**src/rtl/cntr_req_arbiter.sv**
```systemverilog
// cntr_req_arbiter
// Involuntary-counter request cell. NCHAN asynchronous plus/minus pulse pairs
// are synchronized and rising-edge detected. Each channel keeps one pending
// request in one direction. An opposite pulse cancels a pending request. A
// repeated same-direction pulse before service raises a sticky miss flag.
// On each counter slot one pending request, lowest channel first, is moved
// into a grant register that the sequencer takes with a valid/ack handshake.
//
// Ports
//   clk, rst                  : clock, synchronous active-high reset
//   plus_in, minus_in         : async pulse inputs, one bit per channel
//   chan_en                   : channel enable; 0 flushes and ignores channel
//   slot                      : one-cycle counter-slot strobe
//   grant_valid/_chan/_minus  : grant register (minus=1 means decrement)
//   grant_ack                 : sequencer has taken the grant
//   pend_plus, pend_minus     : pending request status
//   miss, miss_clr            : sticky missed-pulse flags and their clears

module cntr_req_arbiter #(
   parameter int NCHAN       = 8,
   parameter int SYNC_STAGES = 2,
   parameter int IDXW        = (NCHAN > 1) ? $clog2(NCHAN) : 1
) (
   input  logic             clk,
   input  logic             rst,
   input  logic [NCHAN-1:0] plus_in,
   input  logic [NCHAN-1:0] minus_in,
   input  logic [NCHAN-1:0] chan_en,
   input  logic             slot,
   output logic             grant_valid,
   output logic [IDXW-1:0]  grant_chan,
   output logic             grant_minus,
   input  logic             grant_ack,
   output logic [NCHAN-1:0] pend_plus,
   output logic [NCHAN-1:0] pend_minus,
   output logic [NCHAN-1:0] miss,
   input  logic [NCHAN-1:0] miss_clr
);

   // Synchronizer chains and edge history
   logic [NCHAN-1:0] plus_sync_q  [SYNC_STAGES];
   logic [NCHAN-1:0] minus_sync_q [SYNC_STAGES];
   logic [NCHAN-1:0] plus_hist_q;
   logic [NCHAN-1:0] minus_hist_q;

   // Request and grant state
   logic [NCHAN-1:0] pend_plus_q,  pend_plus_d;
   logic [NCHAN-1:0] pend_minus_q, pend_minus_d;
   logic [NCHAN-1:0] miss_q,       miss_d;
   logic             grant_valid_q, grant_valid_d;
   logic [IDXW-1:0]  grant_chan_q,  grant_chan_d;
   logic             grant_minus_q, grant_minus_d;

   // Combinational helpers
   logic [NCHAN-1:0] plus_edge_s;
   logic [NCHAN-1:0] minus_edge_s;
   logic [NCHAN-1:0] req_s;
   logic [NCHAN-1:0] sel_oh_s;
   logic [IDXW-1:0]  sel_idx_s;
   logic             sel_minus_s;
   logic             sel_found_s;
   logic             issue_s;
   logic [NCHAN-1:0] clr_mask_s;
   logic [NCHAN-1:0] pbase_s;
   logic [NCHAN-1:0] mbase_s;
   logic [NCHAN-1:0] miss_set_s;

   // History holds the previous synchronized level, so a level held across
   // reset release still gives exactly one edge once it reaches the chain end.
   assign plus_edge_s  = plus_sync_q[SYNC_STAGES-1]  & ~plus_hist_q;
   assign minus_edge_s = minus_sync_q[SYNC_STAGES-1] & ~minus_hist_q;

   // Synchronizer shift chains and edge-history registers
   always_ff @(posedge clk) begin
      if (rst) begin
         for (int s = 0; s < SYNC_STAGES; s++) begin
            plus_sync_q[s]  <= '0;
            minus_sync_q[s] <= '0;
         end
         plus_hist_q  <= '0;
         minus_hist_q <= '0;
      end else begin
         plus_sync_q[0]  <= plus_in;
         minus_sync_q[0] <= minus_in;
         for (int s = 1; s < SYNC_STAGES; s++) begin
            plus_sync_q[s]  <= plus_sync_q[s-1];
            minus_sync_q[s] <= minus_sync_q[s-1];
         end
         plus_hist_q  <= plus_sync_q[SYNC_STAGES-1];
         minus_hist_q <= minus_sync_q[SYNC_STAGES-1];
      end
   end

   // Lowest-index enabled pending channel
   always_comb begin
      req_s       = (pend_plus_q | pend_minus_q) & chan_en;
      sel_found_s = 1'b0;
      sel_idx_s   = '0;
      sel_minus_s = 1'b0;
      sel_oh_s    = '0;
      for (int i = 0; i < NCHAN; i++) begin
         if (req_s[i] && !sel_found_s) begin
            sel_found_s = 1'b1;
            sel_idx_s   = IDXW'(i);
            sel_minus_s = pend_minus_q[i];
            sel_oh_s[i] = 1'b1;
         end else begin
            sel_found_s = sel_found_s;
         end
      end
   end

   // A slot is only honoured while the grant register is empty
   assign issue_s    = slot & ~grant_valid_q & sel_found_s;
   assign clr_mask_s = issue_s ? sel_oh_s : '0;

   // Edges are applied after the issue clear, so a fresh edge on the channel
   // just granted starts a new request instead of flagging a miss.
   assign pbase_s = pend_plus_q  & ~clr_mask_s;
   assign mbase_s = pend_minus_q & ~clr_mask_s;

   // Per-channel pending update and miss detection
   always_comb begin
      pend_plus_d  = pbase_s;
      pend_minus_d = mbase_s;
      miss_set_s   = '0;
      for (int i = 0; i < NCHAN; i++) begin
         if (!chan_en[i]) begin
            pend_plus_d[i]  = 1'b0;
            pend_minus_d[i] = 1'b0;
         end else if (plus_edge_s[i] && minus_edge_s[i]) begin
            pend_plus_d[i]  = pbase_s[i];
         end else if (plus_edge_s[i] && mbase_s[i]) begin
            pend_minus_d[i] = 1'b0;
         end else if (minus_edge_s[i] && pbase_s[i]) begin
            pend_plus_d[i]  = 1'b0;
         end else if (plus_edge_s[i] && pbase_s[i]) begin
            miss_set_s[i]   = 1'b1;
         end else if (minus_edge_s[i] && mbase_s[i]) begin
            miss_set_s[i]   = 1'b1;
         end else if (plus_edge_s[i]) begin
            pend_plus_d[i]  = 1'b1;
         end else if (minus_edge_s[i]) begin
            pend_minus_d[i] = 1'b1;
         end else begin
            pend_plus_d[i]  = pbase_s[i];
         end
      end
      // Set beats clear when both land in the same cycle
      miss_d = (miss_q & ~miss_clr) | miss_set_s;
   end

   // Grant register next state: load on issue, drop on ack, else hold
   always_comb begin
      grant_valid_d = grant_valid_q;
      grant_chan_d  = grant_chan_q;
      grant_minus_d = grant_minus_q;
      if (issue_s) begin
         grant_valid_d = 1'b1;
         grant_chan_d  = sel_idx_s;
         grant_minus_d = sel_minus_s;
      end else if (grant_valid_q && grant_ack) begin
         grant_valid_d = 1'b0;
      end else begin
         grant_valid_d = grant_valid_q;
      end
   end

   // Request, miss and grant state registers
   always_ff @(posedge clk) begin
      if (rst) begin
         pend_plus_q   <= '0;
         pend_minus_q  <= '0;
         miss_q        <= '0;
         grant_valid_q <= 1'b0;
         grant_chan_q  <= '0;
         grant_minus_q <= 1'b0;
      end else begin
         pend_plus_q   <= pend_plus_d;
         pend_minus_q  <= pend_minus_d;
         miss_q        <= miss_d;
         grant_valid_q <= grant_valid_d;
         grant_chan_q  <= grant_chan_d;
         grant_minus_q <= grant_minus_d;
      end
   end

   assign grant_valid = grant_valid_q;
   assign grant_chan  = grant_chan_q;
   assign grant_minus = grant_minus_q;
   assign pend_plus   = pend_plus_q;
   assign pend_minus  = pend_minus_q;
   assign miss        = miss_q;

endmodule
```
**config.mk**
```make
export PLATFORM = sky130hd
export DESIGN_NAME = cntr_req_arbiter
export DESIGN_NICKNAME = d
export VERILOG_FILES = /design/src/rtl/cntr_req_arbiter.sv
export SDC_FILE = /design/constraint.sdc
export NUM_CORES = 1
export LEC_CHECK = 0
export ABC_AREA = 1
export BUFFER_PORTS_ARGS = -buffer_cell sky130_fd_sc_hd__buf_4
export CAP_MARGIN = 5
export CORE_MARGIN = 2
export CORE_UTILIZATION = 45
export CTS_BUF_LIST = sky130_fd_sc_hd__clkbuf_2 sky130_fd_sc_hd__clkbuf_4 sky130_fd_sc_hd__clkbuf_8
export DETAILED_ROUTE_END_ITERATION = 12
export GPL_ROUTABILITY_DRIVEN = 0
export GPL_TIMING_DRIVEN = 0
export HOLD_SLACK_MARGIN = 0.05
export PLACE_DENSITY_LB_ADDON = 0.25
export SYNTH_ARGS = -nofsm -noshare
export SYNTH_HDL_FRONTEND = slang
export SYNTH_SLANG_ARGS = --single-unit
```
**constraint.sdc**
```tcl
create_clock -name clk -period 1.6 [get_ports clk]
set_input_delay 0.16 -clock clk [delete_from_list [all_inputs] [get_ports clk]]
set_output_delay 0.16 -clock clk [all_outputs]
set_load 0.01 [all_outputs]
```
# Word level (Yosys, flattened, before mapping)

Memories as Yosys holds them, arrays and structs flattened.
Index checks and enable logic that the tools add are counted.

Reduce and logical (&&, ||, !) cells: 64
Bitwise operators: 27
Muxes and demuxes: 192

Operators with widths:

| operator            | count |
|---|---|
| $mux W1             | 181 |
| $and A8 B8 Y8       | 6 |
| $logic_and A1 B1 Y1 | 48 |
| $mux W8             | 5 |
| $not A8 Y8          | 4 |
| $mux W3             | 6 |
| $or A8 B8 Y8        | 2 |
| $reduce_or A2 Y1    | 8 |
| $not A1 Y1          | 9 |
| $logic_not A1 Y1    | 7 |
| $or A1 B1 Y1        | 4 |
| $and A1 B1 Y1       | 2 |
| $reduce_bool A2 Y1  | 1 |

Register bits: 45
Input port bits: 36
Logic and storage cells: 307
Output and inout port bits: 29
Memories: 2
Memory bits (writable): 32

Memory list:

| name         | depth | width | read ports | clocked after Yosys merged registers in | wr ports | RTL line | RTL |
|---|---|---|---|---|---|---|---|
| minus_sync_q | 2     | 8     | 2          | 0                                       | 2        | 42       | `logic [NCHAN-1:0] minus_sync_q [SYNC_STAGES];` |
| plus_sync_q  | 2     | 8     | 2          | 0                                       | 2        | 41       | `logic [NCHAN-1:0] plus_sync_q [SYNC_STAGES];` |

# Logic depth before layout (Yosys ltp)

Gate-level depths: netlist (run 1).

Word-level depth: 36
Mapped depth: 12
Depth with buffers taken out: 12

# Worst setup path before layout (run 1)

Ideal clock, no wire load.

Path kind: register to register
Start point: register pend_plus_q[1], in the netlist pend_plus[1]
End point: register pend_plus_q[1], in the netlist pend_plus[1]
Clock period less this slack: 1.595 ns
Stages on the path, launching flop included: 9
Path slack: 0.005 ns
Buffers on the path: 0
Setup time: 0.117 ns
Data arrival time: 1.478 ns
Required time: 1.483 ns
Path through: dfxtp_1 o21ai_2 nand4_2 nor2_4 nand4_4 nand3_2 nand2_1 o211ai_1 nor2_1

Cells in the longest elaborated chain, start to end: 32
Elaborated cells on any way between the ends: 38
Those cells by class: mux: 15; bitwise: 6; reduce/logical: 17

RTL lines:

| what                                           | RTL line | RTL |
|---|---|---|
| start: declaration                             | 47       | `logic [NCHAN-1:0] pend_plus_q, pend_plus_d;` |
| start signal: assignment                       | 179      | `pend_plus_q <= pend_plus_d;` |
| $or A8 B8 Y8                                   | 96       | `req_s = (pend_plus_q \| pend_minus_q) & chan_en;` |
| $and A8 B8 Y8                                  | 96       |  |
| $logic_and A1 B1 Y1                            | 102      | `if (req_s[i] && !sel_found_s) begin` |
| $mux W1                                        | 102      |  |
| $logic_not A1 Y1                               | 102      |  |
| $logic_and A1 B1 Y1                            | 102      |  |
| $mux W1                                        | 102      |  |
| $logic_not A1 Y1                               | 102      |  |
| [16 not listed]                                | n/a      |  |
| $not A8 Y8                                     | 119, 120 |  |
| $and A8 B8 Y8, on equally long branches        | 119, 120 |  |
| $mux W1 or $logic_and A1 B1 Y1 (tied branches) | 141, 139 |  |
| $mux W1                                        | 139      | `end else if (minus_edge_s[i] && mbase_s[i]) begin` |
| $mux W1                                        | 137      | `end else if (plus_edge_s[i] && pbase_s[i]) begin` |
| $mux W1                                        | 135      | `end else if (minus_edge_s[i] && pbase_s[i]) begin` |
| $mux W1                                        | 133      | `end else if (plus_edge_s[i] && mbase_s[i]) begin` |
| $mux W1 (*)                                    | 131      | `end else if (plus_edge_s[i] && minus_edge_s[i]) begin` |

Mark *: on every way between the ends. The rest lies on a longest branch, timed or not.
A chain may end at the register's enable or synchronous reset.

# Worst setup path in the final report (run 1)

Start point: register pend_minus_q[0], in the netlist pend_minus[0]
End point: register pend_plus_q[1], in the netlist pend_plus[1]

Cells in the longest elaborated chain, start to end: 34
Elaborated cells on any way between the ends: 40
Those cells by class: mux: 16; bitwise: 6; reduce/logical: 18

RTL lines:

| what                                           | RTL line | RTL |
|---|---|---|
| start: declaration                             | 48       | `logic [NCHAN-1:0] pend_minus_q, pend_minus_d;` |
| start signal: assignment                       | 180      | `pend_minus_q <= pend_minus_d;` |
| $or A8 B8 Y8 (*)                               | 96       |  |
| $and A8 B8 Y8 (*)                              | 96       |  |
| $mux W1 (*)                                    | 102      |  |
| $logic_not A1 Y1                               | 102      |  |
| $logic_and A1 B1 Y1                            | 102      |  |
| $mux W1                                        | 102      |  |
| $logic_not A1 Y1                               | 102      |  |
| $logic_and A1 B1 Y1                            | 102      |  |
| [18 not listed]                                | n/a      |  |
| $not A8 Y8 (*)                                 | 119, 120 |  |
| $and A8 B8 Y8, on equally long branches        | 119, 120 |  |
| $mux W1 or $logic_and A1 B1 Y1 (tied branches) | 141, 139 |  |
| $mux W1                                        | 139      |  |
| $mux W1                                        | 137      |  |
| $mux W1                                        | 135      |  |
| $mux W1                                        | 133      |  |
| $mux W1 (*)                                    | 131      |  |

Marks and branches as above.

==> results.md, run 1 <==
* Avg Inst Size Synth at 7.17 um^2
* Remaining DRCs at 0
* Multi-input logic area at 1610 um^2
* Hold path cells at 3
* Ant. Diodes at 0
* Synth Instances at 448
* CP Launch Type: register
* Worst-Margin Slew at 0.665 ns
* # Max-Cap Violations at 0
* Total gr overflow at 0
* CP max FO at 8
* Largest net degree at the start of global routing at 13
* Layout fillers at 573
* Die area at 7830 um^2
* Die W at 88.5 um
* Power density over cell area at 884 nW/um^2
* Number of synthesized register bits at 77
* Clock Sink Count at 77
* Core area at 6870 um^2
* Reg area at 1580 um^2
* Drt total wl at 8300 um
* R2r worst-path depth at 10
* Critical path type: reg2reg
* Seq/Total Area, Yosys at 0.480
* Synth area leaders: dfxtp_1, nor2_1, inv_1
* Min cycle time layout at 1.81 ns
* Synthesized net count at 484
* Vias at 3243
* Cts bufs inserted at 9
* Setup tns final at -3.06 ns
* RSZ-0062 raised after global routing: true
* Synth Cell Area at 3210 um^2
* Post-layout nets at 596
* Period Utilization, post-route at 1.13
* Reg clk slew, reported paths at 0.08 ns
* Critical Path AT at 2.05 ns
* I/O pins at 65
* Layout Utilization at 0.683
* PnR worst setup slack at -0.206 ns
* H-tree level count at 3
* First-pass GRT wire length at 12200 um
* ANT nets after route at 0
* CP endpoint kind: register
* CTS Buffer Depth at 2
* Gr usage total at 0.200
* Post-synth top area cell: dfxtp_1
* Failing checks: setup timing
* Worst rel slew slack at 0.556
* Rows at 30
* Peak VDD IR at 0.570 mV
* Clock Tree Root: clkbuf_8
* Status: finished with violations
* Count of final setup violators at 28
* Layout cells sized above 1 at 0.301
* Pre-CTS setup slack at -0.219 ns
* Clk Latency, worst-skew pair at 0.35 ns
* Slew Viols, Final at 0
* Starting density of the core at 0.468
* Yosys cell types at 29
* Max Clock Freq at 554 MHz
* PortBufs at 64
* YS warnings at 0
* Via density at 4.91
* Area delta synth->final at 45.9%
* WHS at 0.0602 ns
* Pleak at 2.12 nW
* Final Non-Filler Cells at 660
* DR pass1 iterations at 5
* Die Y at 88.5 um
* Data required, critical path at 1.84 ns
* Vias in the first global route at 2874
* Detailed Place HPWL at 5050 um
* Initial antenna violation count at 0
* Min-Delay Path Class: in2reg
* Cells after DPL at 608
* Drt initial violations at 194
* Routed len/inst at 12.6 um
* CTS tree: done
* Final Skew at 0.0126 ns
* Area share of the largest cell type after synthesis at 0.480
* Final Hold Vio Count at 0
repair_timing:
| item | in CTS | in global routing |
|---|---|---|
| buffers inserted | 8 | 12 |
| gates resized for setup | 52 | 40 |
| endpoints found under the hold margin | 17 | 0 |
| endpoints found under the setup margin | 28 | 29 |
| hold buffers | 17 | 0 |
| pin swaps | 8 | 12 |
path summary, 6_finish.rpt:
| check | start | endpoint | slack [ns] |
|---|---|---|---|
| worst max register to register | pend_minus[0] | pend_plus[1] | -0.21 |
| worst max-delay path | pend_minus[0] | pend_plus[1] | -0.21 |
| worst min-delay path | miss_clr[6] | miss[6] | 0.06 |
| worst min register to register | plus_sync_q[0][6] | plus_sync_q[0][14] | 0.40 |
metrics by stage:
| step | instance area, um^2 | power, mW |
|---|---|---|
| 3_3_place_gp | 3810 | 2.40 |
| 2_1_floorplan | 3210 | 2.26 |
| 3_5_place_dp | 3810 | 2.41 |
| 6_report | 4690 | 4.14 |
| 4_1_cts | 4460 | 4.10 |
| 5_1_grt | 4690 | 4.32 |
per-layer routing:
layer  part of all wire  vias to the layer above  track usage
met3              0.064                       16       0.0504
li1                   -                     1627            -
met5                  0                        -            0
met4              0.017                        0       0.0744
met2               0.50                      136        0.350
met1               0.42                     1464        0.237
cell usage after synthesis:
library cell,number
a211oi_1,1
nor3_1,2
nand3_1,52
nor3b_1,2
o21ai_2,2
clkbuf_1,5
dfxtp_1,77
nand4_1,7
nor4_2,1
nor2_1,95
a21oi_1,18
nand2_1,57
nand3b_1,8
buf_1,2
nand3_2,5
nand4_2,1
a41oi_1,1
nand4_4,1
inv_2,2
o21ai_0,12
nor2_2,1
clkinv_1,1
o21ai_1,4
nor2_4,1
o21bai_1,1
nor4_1,1
nand2_2,1
o211ai_1,3
inv_1,84
worst max-delay path: stages, from the launching register on:
cell	delay [ns]
dfxtp_4	0.36
nor2_4	0.13
nor2_4	0.05
inv_2	0.08
nand4_4	0.13
nor2_4	0.17
nand4_4	0.22
nand3_4	0.21
nand2_2	0.08
o211ai_1	0.21
nor2_1	0.06
logic make-up after synthesis:
family                 after synthesis  share of synthesized area
and+or+nand+nor                    235                      0.338
buffers and inverters               94                      0.110
DFF                                 77                      0.480
AOI/OAI and AO/OA                   42                     0.0728
state kept, by name, summed over array words and instances (netlist names):
signal        cells
miss              8
pend_plus         8
minus_hist_q      8
minus_sync_q     16
grant_valid       1
plus_sync_q      16
grant_minus       1
pend_minus        8
grant_chan        3
plus_hist_q       8
final cells by class:
| cell class | count | area share |
|---|---|---|
| Timing Repair Buffer | 101 | 0.172 |
| Tap cell | 96 | 0.0256 |
| Clock inverter | 4 | 0.0155 |
| Buffer | 7 | 0.00560 |
| Inverter | 87 | 0.0702 |
| Clock buffer | 11 | 0.0309 |
| Sequential cell | 77 | 0.336 |
| Multi-Input combinational cell | 277 | 0.344 |
cells in the final DEF, fill, tap and decap left out, drive strengths merged:
master,instances
nor2,97
inv,87
buf,86
dfxtp,77
nand2,58
nand3,57
a21oi,18
o21ai,18
dlygate4sd3,17
clkbuf,16
nand4,9
nand3b,8
o211ai,3
nor3b,2
nor3,2
bufinv,2
nor4,2
o21bai,1
a211oi,1
a41oi,1
clkinv,1
clkinvlp,1
power breakdown:
| part | leakage [nW] | switching (mW) | total [mW] | internal, mW |
|---|---|---|---|---|
| clock | 0.109 | 0.711 | 1.64 | 0.928 |
| combinational | 1.38 | 0.270 | 0.494 | 0.225 |
| sequential | 0.639 | 0.0377 | 2.01 | 1.97 |
| total | 2.12 | 1.02 | 4.14 | 3.13 |
Power figures use the tool's default switching activity.
==> run 2: changes to the inputs <==
ABC_AREA = not set   (was 1)
==> run 2 against run 1 <==
  * Critical path depth shrank 5
  * Largest power group unchanged
  * Design area shrank 7.2%
  * First-iteration DRC count shrank 0.52%
  * Synthesized cell count shrank 27%
  * Area after synthesis shrank 4.2%
  * Via count shrank 15%
  * The run still ends with setup timing left
  * Global-route usage shrank 0.80 points
  * Maximum frequency grew 2.6%
==> results.md, run 2 <==
* Area share of the largest cell type after synthesis at 0.501 (was 0.480)
* Pre-CTS setup slack at -0.409 ns (was -0.219 ns)
* Worst-Margin Slew at 0.596 ns (was 0.665 ns)
* Peak VDD IR at 0.551 mV (was 0.570 mV)
* CP max FO at 7 (was 8)
* Max Clock Freq at 568 MHz (was 554 MHz)
* Cell with the most instances after synthesis: dfxtp_1 (was nor2_1)
* CTS Buffer Depth at 2 (unchanged)
* I/O pins at 65 (unchanged)
* Starting density of the core at 0.458 (was 0.468)
* Layout cells sized above 1 at 0.316 (was 0.301)
* Worst hold start: miss_clr[4] (was miss_clr[6])
* Hold path cells at 3 (unchanged)
* Critical path type: reg2reg (unchanged)
* R2r worst-path depth at 5 (was 10)
* Largest net degree at the start of global routing at 15 (was 13)
* Yosys cell types at 43 (was 29)
* WHS at 0.0628 ns (was 0.0602 ns)
* Ys async rst share at 0 (unchanged)
* Clk Latency, worst-skew pair at 0.35 ns (about the same)
* Detailed Place HPWL at 4850 um (was 5050 um)
* Remaining DRCs at 0 (unchanged)
* Power, Total at 3.81 mW (was 4.14 mW)
* Drt total wl at 7170 um (was 8300 um)
* PnR worst setup slack at -0.160 ns (was -0.206 ns)
* Cells after DPL at 473 (was 608)
* Synth area leaders: dfxtp_1, nor2b_1, nand2b_1 (was dfxtp_1, nor2_1, inv_1)
* Clock Tree Root: clkbuf_8 (unchanged)
* Worst rel slew slack at 0.602 (was 0.556)
* Post-route cell area at 4350 um^2 (was 4690 um^2)
* Final Non-Filler Cells at 526 (was 660)
* Ranking of synthesized cells by instance count: dfxtp_1, nor2b_1, nand2b_1 (was nor2_1, inv_1, dfxtp_1)
* Routed len/inst at 13.6 um (was 12.6 um)
* Critical Path AT at 2.00 ns (was 2.05 ns)
* Post-layout nets at 477 (was 596)
* Drt initial violations at 193 (was 194)
* CP endpoint kind: register (unchanged)
* Core area at 6720 um^2 (was 6870 um^2)
* Failing checks: setup timing (unchanged)
* Min-Delay Path Class: in2reg (unchanged)
* RSZ-0062 raised after global routing: true (unchanged)
* Synth Instances at 329 (was 448)
* Worst r2r src: pend_plus[1] (was pend_minus[0])
* Vias at 2760 (was 3243)
* Rows at 30 (unchanged)
* Slew Viols, Final at 0 (unchanged)
* Synth Cell Area at 3080 um^2 (was 3210 um^2)
* Die Y at 86.7 um (was 88.5 um)
* Reg clk slew, reported paths at 0.09 ns (was 0.08 ns)
* Cts bufs inserted at 9 (unchanged)
* Via density at 5.25 (was 4.91)
* Worst Hold Endpoint: miss[4] (was miss[6])
* Clock Sink Count at 77 (unchanged)
* Most common cell after layout, fill and taps aside: buf_4 (was nor2_1)
* Post-synth EDFFs at 0 (unchanged)
* PortBufs at 64 (unchanged)
* Layout Utilization at 0.648 (was 0.683)
* Seq/Total Area, Yosys at 0.501 (was 0.480)
* Pleak at 1.74 nW (was 2.12 nW)
* Commonest cells after routing, fill and taps aside: buf_4, dfxtp_1, nor2b_1 (was nor2_1, inv_1, buf_4)
* Vias in the first global route at 2448 (was 2874)
* Reg2Reg Setup Slack at -0.16 ns (was -0.21 ns)
* Power density over cell area at 875 nW/um^2 (was 884 nW/um^2)
* Gr usage total at 0.192 (was 0.200)
* Count of final setup violators at 7 (was 28)
* Initial antenna violation count at 0 (unchanged)
* Total gr overflow at 0 (unchanged)
* Ant. Diodes at 0 (unchanged)
* Final Skew at 0.0143 ns (was 0.0126 ns)
* H-tree level count at 3 (unchanged)
* Ys flop type: dfxtp_1 (unchanged)
* Area delta synth->final at 41.4% (was 45.9%)
* Post-synth top area cell: dfxtp_1 (unchanged)
* Status: finished with violations (unchanged)
* CP Launch Type: register (unchanged)
* Reg-to-reg endpoint: miss[7] (was pend_plus[1])
* Final Hold Vio Count at 0 (unchanged)
* YS warnings at 0 (unchanged)
* First-pass GRT wire length at 11100 um (was 12200 um)
* Top flop regs: minus_sync_q x16, plus_sync_q x16 (unchanged)
* ANT nets after route at 0 (unchanged)
* Number of synthesized register bits at 77 (unchanged)
* Layout fillers at 543 (was 573)
* Setup tns final at -0.521 ns (was -3.06 ns)
* Data required, critical path at 1.84 ns (about the same)
* CTS tree: done (unchanged)
* Avg Inst Size Synth at 9.36 um^2 (was 7.17 um^2)
* DP Area at 3670 um^2 (was 3810 um^2)
* DR pass1 iterations at 4 (was 5)
* Die W at 86.7 um (was 88.5 um)
* Min cycle time layout at 1.76 ns (was 1.81 ns)
* Die area at 7520 um^2 (was 7830 um^2)
* # Max-Cap Violations at 0 (unchanged)
* Period Utilization, post-route at 1.10 (was 1.13)
* Synthesized net count at 365 (was 484)
run 2: cell types whose count changed after synthesis, moves of 24 or more:
cell	previous run	this run
inv_1	84	10
nand2b_1	0	24
nor2_1	95	13
nor2b_1	0	59
nand3_1	52	12
nand2_1	57	14
run 2: cell families after synthesis:
kind of cell | count (synthesis) | share of synthesized area
AND/OR/NAND/NOR | 154 | 0.294
buffers and inverters | 18 | 0.0219
flip-flops | 77 | 0.501
AO/OA/AOI/OAI | 80 | 0.184
run 2: area by class of cell:
type                       instances  area, um^2  area share
buffer                             8        33.8     0.00776
sequential                        77        1580       0.363
clock buffer                      10         131      0.0302
clock inverter                     6        43.8      0.0101
multi-input combinational        235        1620       0.372
timing repair buffer             100         806       0.185
tap                               80         100      0.0230
inverter                          10        37.5     0.00862
run 2: critical path: stages, from the launching register on:
cell and delay [ns]:
dfxtp_4 0.39, o21ai_4 0.21, nand2_2 0.12, or4_4 0.43, o21a_1 0.22, a221o_1 0.29
run 2: worst max path at each step:
stage	start	to	slack, ns	cells past startpoint
final	pend_plus[1]	miss[7]	-0.16	5
after global routing	pend_plus[1]	miss[7]	-0.22	5
after CTS	pend_plus[3]	miss[7]	-0.14	5
after detailed placement	pend_plus[6]	pend_plus[1]	-0.41	5
after global placement	pend_plus[6]	pend_plus[1]	-0.38	5
after floorplan	pend_minus[2]	miss[7]	-0.15	5
run 2: metal layers:
metal / global-route usage / routed length (um)
met1: 0.236 / 3140
met2: 0.307 / 3480
met3: 0.0581 / 451
met4: 0.0923 / 99
met5: 0 / 0
run 2: timing repair:
item                                    in CTS  in global routing
pin swaps                                   13                 12
gates cloned                                 0                  1
setup buffers                               16                  5
hold buffers                                16                  0
endpoints found under the setup margin      25                 23
hold endpoints to repair                    16                  0
gates resized for setup                     27                 20
run 2: power breakdown:
| group | switching, mW | leakage (nW) | internal, mW |
|---|---|---|---|
| combinational | 0.217 | 1.01 | 0.242 |
| clock | 0.748 | 0.0909 | 0.592 |
| sequential | 0.0362 | 0.639 | 1.97 |
| total | 1.00 | 1.74 | 2.81 |
